$ cat config.mk
export PLATFORM = sky130hd
export DESIGN_NAME = inst_fetch
export DESIGN_NICKNAME = d
export VERILOG_FILES = /design/src/rtl/inst_fetch_pkg.sv /design/src/rtl/fetch_fifo.sv /design/src/rtl/inst_fetch.sv
export SDC_FILE = /design/constraint.sdc
export NUM_CORES = 1
export LEC_CHECK = 0
export CAP_MARGIN = 20
export CORE_ASPECT_RATIO = 2
export CORE_MARGIN = 2
export CORE_UTILIZATION = 50
export CTS_CLUSTER_SIZE = 20
export DETAILED_ROUTE_END_ITERATION = 8
export PLACE_DENSITY = 0.77
export SYNTH_ARGS = -nofsm -noshare
export SYNTH_HDL_FRONTEND = slang
export SYNTH_SLANG_ARGS = --single-unit
$ cat constraint.sdc
create_clock -name clk -period 3.2 [get_ports clk]
set_input_delay 0.64 -clock clk [delete_from_list [all_inputs] [get_ports clk]]
set_output_delay 0.64 -clock clk [all_outputs]
set_load 0.1 [all_outputs]
$ cat src/rtl/inst_fetch_pkg.sv
// Shared core package: fetch FSM state encoding, the default reset PC and the
// instruction width. The control unit imports the same definitions.
package inst_fetch_pkg;

  localparam int unsigned INST_W        = 32;
  localparam logic [31:0] CORE_RESET_PC = 32'h0000_0000;

  typedef enum logic [1:0] {
    IDLE  = 2'd0,
    FETCH = 2'd1,
    WAIT  = 2'd2,
    DROP  = 2'd3
  } fetch_state_e;

  // Instruction addresses are word aligned; the low two bits are dropped.
  function automatic logic [31:0] word_align(input logic [31:0] addr);
    return {addr[31:2], 2'b00};
  endfunction

endpackage

$ cat src/rtl/fetch_fifo.sv
// Instruction buffer: a small FIFO holding {instruction, pc} pairs between the
// memory response and the decoder.
// Ports:
//   clk, rst_n            clock, asynchronous active-low reset
//   push, push_inst/pc    write one entry (ignored when full)
//   pop                   remove the head entry (ignored when empty)
//   flush                 drop every entry; takes priority over push and pop
//   head_inst, head_pc    head entry, driven from registered storage only
//   valid, full           buffer non-empty / no free entry
module fetch_fifo
  import inst_fetch_pkg::*;
#(
  parameter int unsigned DEPTH = 2
) (
  input  logic              clk,
  input  logic              rst_n,
  input  logic              push,
  input  logic [INST_W-1:0] push_inst,
  input  logic [31:0]       push_pc,
  input  logic              pop,
  input  logic              flush,
  output logic [INST_W-1:0] head_inst,
  output logic [31:0]       head_pc,
  output logic              valid,
  output logic              full
);

  localparam int unsigned PTR_W = $clog2(DEPTH);
  localparam int unsigned CNT_W = PTR_W + 1;

  logic [PTR_W-1:0]  wr_ptr_q, wr_ptr_d;
  logic [PTR_W-1:0]  rd_ptr_q, rd_ptr_d;
  logic [CNT_W-1:0]  count_q, count_d;
  logic [INST_W-1:0] inst_mem_q [DEPTH];
  logic [INST_W-1:0] inst_mem_d [DEPTH];
  logic [31:0]       pc_mem_q   [DEPTH];
  logic [31:0]       pc_mem_d   [DEPTH];
  logic              do_push, do_pop;

  assign valid     = (count_q != '0);
  assign full      = (count_q == CNT_W'(DEPTH));
  assign do_push   = push & ~full;
  assign do_pop    = pop & valid;
  assign head_inst = inst_mem_q[rd_ptr_q];
  assign head_pc   = pc_mem_q[rd_ptr_q];

  always_comb begin
    wr_ptr_d   = wr_ptr_q;
    rd_ptr_d   = rd_ptr_q;
    count_d    = count_q;
    inst_mem_d = inst_mem_q;
    pc_mem_d   = pc_mem_q;
    if (flush) begin
      wr_ptr_d = '0;
      rd_ptr_d = '0;
      count_d  = '0;
    end else begin
      if (do_push) begin
        inst_mem_d[wr_ptr_q] = push_inst;
        pc_mem_d[wr_ptr_q]   = push_pc;
        wr_ptr_d             = wr_ptr_q + 1'b1;
      end
      if (do_pop) begin
        rd_ptr_d = rd_ptr_q + 1'b1;
      end
      count_d = count_q + CNT_W'(do_push) - CNT_W'(do_pop);
    end
  end

  always_ff @(posedge clk or negedge rst_n) begin
    if (!rst_n) begin
      wr_ptr_q <= '0;
      rd_ptr_q <= '0;
      count_q  <= '0;
      for (int i = 0; i < int'(DEPTH); i++) begin
        inst_mem_q[i] <= '0;
        pc_mem_q[i]   <= '0;
      end
    end else begin
      wr_ptr_q   <= wr_ptr_d;
      rd_ptr_q   <= rd_ptr_d;
      count_q    <= count_d;
      inst_mem_q <= inst_mem_d;
      pc_mem_q   <= pc_mem_d;
    end
  end

endmodule

$ cat src/rtl/inst_fetch.sv
// Instruction fetch unit: issues one word fetch at a time to instruction
// memory, buffers returned words with their addresses and presents them to
// decode. A consume with pc_sel set redirects the stream.
// Ports:
//   clk, rst_n                         clock, asynchronous active-low reset
//   imem_req, imem_addr, imem_gnt      request handshake (grant same cycle)
//   imem_rvalid, imem_rdata            read response, one per granted request
//   inst, inst_pc, inst_valid          buffer head to the control unit
//   inst_ready                         decode consumes the head
//   pc_sel, redirect_pc                redirect, qualified by a consume
module inst_fetch
  import inst_fetch_pkg::*;
#(
  parameter logic [31:0] RESET_PC   = CORE_RESET_PC,
  parameter int unsigned FIFO_DEPTH = 2
) (
  input  logic              clk,
  input  logic              rst_n,
  output logic              imem_req,
  output logic [31:0]       imem_addr,
  input  logic              imem_gnt,
  input  logic              imem_rvalid,
  input  logic [INST_W-1:0] imem_rdata,
  output logic [INST_W-1:0] inst,
  output logic [31:0]       inst_pc,
  output logic              inst_valid,
  input  logic              inst_ready,
  input  logic              pc_sel,
  input  logic [31:0]       redirect_pc
);

  fetch_state_e state_q, state_d;
  logic [31:0]  pc_q, pc_d;
  logic [31:0]  infl_pc_q, infl_pc_d;
  logic         fifo_full;
  logic         push;
  logic         redirect;

  assign redirect  = inst_valid & inst_ready & pc_sel;
  assign imem_addr = imem_req ? pc_q : 32'h0;

  always_comb begin
    state_d   = state_q;
    pc_d      = pc_q;
    infl_pc_d = infl_pc_q;
    imem_req  = 1'b0;
    push      = 1'b0;
    unique case (state_q)
      IDLE: state_d = FETCH;
      FETCH: begin
        // A redirect suppresses the request so the old pc never goes out.
        if (!fifo_full && !redirect) begin
          imem_req = 1'b1;
          if (imem_gnt) begin
            infl_pc_d = pc_q;
            pc_d      = pc_q + 32'd4;
            state_d   = WAIT;
          end
        end
      end
      WAIT: begin
        if (imem_rvalid) begin
          push    = ~redirect;
          state_d = FETCH;
        end else if (redirect) begin
          // Response still owed by memory; it belongs to the old stream.
          state_d = DROP;
        end
      end
      DROP: begin
        if (imem_rvalid) state_d = FETCH;
      end
      default: state_d = IDLE;
    endcase
    if (redirect) pc_d = word_align(redirect_pc);
  end

  always_ff @(posedge clk or negedge rst_n) begin
    if (!rst_n) begin
      state_q   <= IDLE;
      pc_q      <= RESET_PC;
      infl_pc_q <= '0;
    end else begin
      state_q   <= state_d;
      pc_q      <= pc_d;
      infl_pc_q <= infl_pc_d;
    end
  end

  fetch_fifo #(
    .DEPTH (FIFO_DEPTH)
  ) u_fifo (
    .clk       (clk),
    .rst_n     (rst_n),
    .push      (push),
    .push_inst (imem_rdata),
    .push_pc   (infl_pc_q),
    .pop       (inst_ready),
    .flush     (redirect),
    .head_inst (inst),
    .head_pc   (inst_pc),
    .valid     (inst_valid),
    .full      (fifo_full)
  );

endmodule

==> reports/qor.csv <==
metric,value,unit
status,finished clean,
multi_input_area,4020,um2
place_congestion,0.845,
ys_ff_latch,190,
vias,5842,
fin_setup_tns,0,ns
grt_antenna_before_repair,0,
nets,902,
routed_wl,20800,um
clockBufferDepth,2,
skew,0.0147,ns
hp-class,in2async,
async_flop_share,100,%
reg2reg_slack,0.92,ns
cts-root-buf,clkbuf_16,
hold_buffers,0,
synthTopCellsByArea,"dfrtp_1, mux2_2, mux2_4",
crit_type,reg2out,
worst_slew_pin_slew,0.739,ns
cts_max_level,4,
numClockSinks,190,
routed_via_density,5.57,
initialDrtViolationCount,183,
cp_slowest_stage_delay,0.52,ns
core_area,17800,um2
syn_avg_cell_area,13.6,um2
grt_pass1_vias,6546,
post_dp_cell_area,11000,um2
crit_fanout,31,
layout_commonest_cell,dfrtp_1,
track_usage,22.4,%
cp_slowest_cell,and3b_2,
synth_top_area_share,52.2,%
start_util,51.2,%
synth.distinct_cells,39,
drc_errors,0,
antenna_cells,0,
regArea,4760,um2
crit_path_end_kind,primary output,
yosys.area.top_type,dfrtp_1,
die_w,99.5,um
syn_inst,671,
cap_violations,0,
die-area,19400,um2
period_minus_slack,2.92,ns
layout_worst_path_cycle_share,91.3,%
fmax,342,MHz
layout_common_cells,"dfrtp_1, mux2_2, buf_4",
cts_tree,yes,
setup_viol_count_final,0,
routedWlPerCell,19.8,um
fin_area,11600,um2
fin_cells,1049,
r2r_start,u_fifo.count_q[0]$_DFF_PN0_,
cp_num_buf_inv,1,
layout-drive-gt1-share,44.9,%
syn_area,9110,um2
worst_setup_path_start_kind,register,
r2r_end,state_q[1]$_DFFE_PN0P_,
maxSlewViolCount,0,
grt-ovfl-total,0,
seq_area_frac_synth,52.2,%
clock_insertion_delay_worst_skew,0.43,ns
post-dp-hpwl,14600,um
fp.dieH,195,um
cp.arrival,2.28,ns
port_buffers,161,
rsz0062_at_grt,no,
synth_enable_flop_cells,0,
synth_flop_cell,dfrtp_1,
critPathTopFamily,simple AND/OR/NAND/NOR gates,
yosysWarnings,0,
cts.clk_slew.worst_paths,0.07,ns
crit_chain,or2_2 > nand3_2 > and3b_2 > and2_1 > buf_12,
pin_count,168,
grt_max_degree,88,
dp.cells,1019,
required,2.56,ns
max_slew_margin,50.7,%
area_delta_synth_final,27.4,%
cts_made_buffers,17,
fill_cells,1342,
r2r_cells,6,
rows,69,
ant_nets,0,
drtPass1Iterations,4,
utilization,65.3,%
grt_pass1_wl,34200,um
hold_viol,0,
-- synth_stat cells (2+ instances only) --
| master | number |
|---|---|
| dfrtp_1 | 190 |
| mux2_2 | 156 |
| mux2_4 | 59 |
| and2_1 | 35 |
| nor2_1 | 33 |
| a21oi_1 | 30 |
| xor2_1 | 20 |
| nand4_1 | 17 |
| clkbuf_1 | 16 |
| nand2_1 | 15 |
| buf_2 | 9 |
| nand3_1 | 9 |
| inv_1 | 8 |
| buf_6 | 7 |
| ha_1 | 7 |
| xnor2_1 | 7 |
| and3_1 | 6 |
| buf_12 | 6 |
| buf_4 | 5 |
| nor4_1 | 5 |
| and4_1 | 4 |
| o21ai_0 | 4 |
| mux2i_1 | 3 |
| nor3_1 | 3 |
| a31oi_1 | 2 |
| nor2b_4 | 2 |
-- cell families after synthesis --
group                      Yosys count  synth area share (%)
AOI/OAI and AO/OA                   43                  2.72
xor gates and xnor gates            27                  2.59
adders and majority gates            7                 0.961
buffers and inverters               52                  4.24
DFF                                190                  52.2
muxes                              218                  29.3
other                                1                0.0411
and+or+nand+nor                    133                  7.95
-- flip-flops by register name (all words and copies together), names as in the netlist --
signal	flops
u_fifo.inst_mem_q	64
pc_q	30
state_q	2
u_fifo.wr_ptr_q	1
infl_pc_q	30
u_fifo.rd_ptr_q	1
u_fifo.count_q	2
u_fifo.pc_mem_q	60
-- metal layers --
| metal | track usage (%) | vias to the layer above | part of all wire [%] |
|---|---|---|---|
| li1 | - | 2657 | - |
| met4 | 8.02 | 0 | 2.3 |
| met3 | 3.81 | 31 | 3.8 |
| met1 | 24.8 | 3010 | 37 |
| met5 | 0 | - | 0 |
| met2 | 42.1 | 144 | 57 |
-- worst reg2reg max path: stages, from the launching register on --
cell       delay [ns]
dfrtp_1          0.44
or2_2            0.35
nand3_2          0.09
buf_4            0.49
a21oi_1          0.18
o2bb2ai_1        0.26
mux2_2           0.37
-- worst max path at each step --
stage                     slack [ns]  cells past startpoint             to                   startpoint
final                           0.28                      5   imem_addr[9]  u_fifo.count_q[0]$_DFF_PN0_
after global routing            0.11                      5  imem_addr[12]  u_fifo.count_q[0]$_DFF_PN0_
after CTS                       0.24                      5   imem_addr[9]  u_fifo.count_q[0]$_DFF_PN0_
after detailed placement      0.0002                      5  imem_addr[24]                       pc_sel
after global placement          0.09                      5  imem_addr[23]                       pc_sel
after floorplan                 0.02                      5  imem_addr[22]  u_fifo.count_q[0]$_DFF_PN0_
-- through the flow --
| stage | hold slack (ns) | setup WS (ns) |
|---|---|---|
| after floorplan | 0.344 | 0.0206 |
| after global placement | 0.481 | 0.0879 |
| after detailed placement | 0.487 | 0.000176 |
| after CTS | 0.279 | 0.244 |
| after global routing | 0.306 | 0.110 |
| final | 0.240 | 0.278 |
-- timing repair --
item | CTS | global route
setup endpoints to repair | 30 | 0
resized for setup | 1 | 0
setup buffers | 0 | 0
-- final cells by class --
class | count | share of cell area [%]
Clock inverter | 11 | 1.36
Inverter | 8 | 0.259
Clock buffer | 19 | 3.81
Multi-Input combinational cell | 432 | 34.6
Timing Repair Buffer | 176 | 16.7
Tap cell | 213 | 2.30
Sequential cell | 190 | 41.0
Power is left out: the tool's default activity adds up to more than one toggle a clock period on the data nets, which glitch-free logic cannot reach.
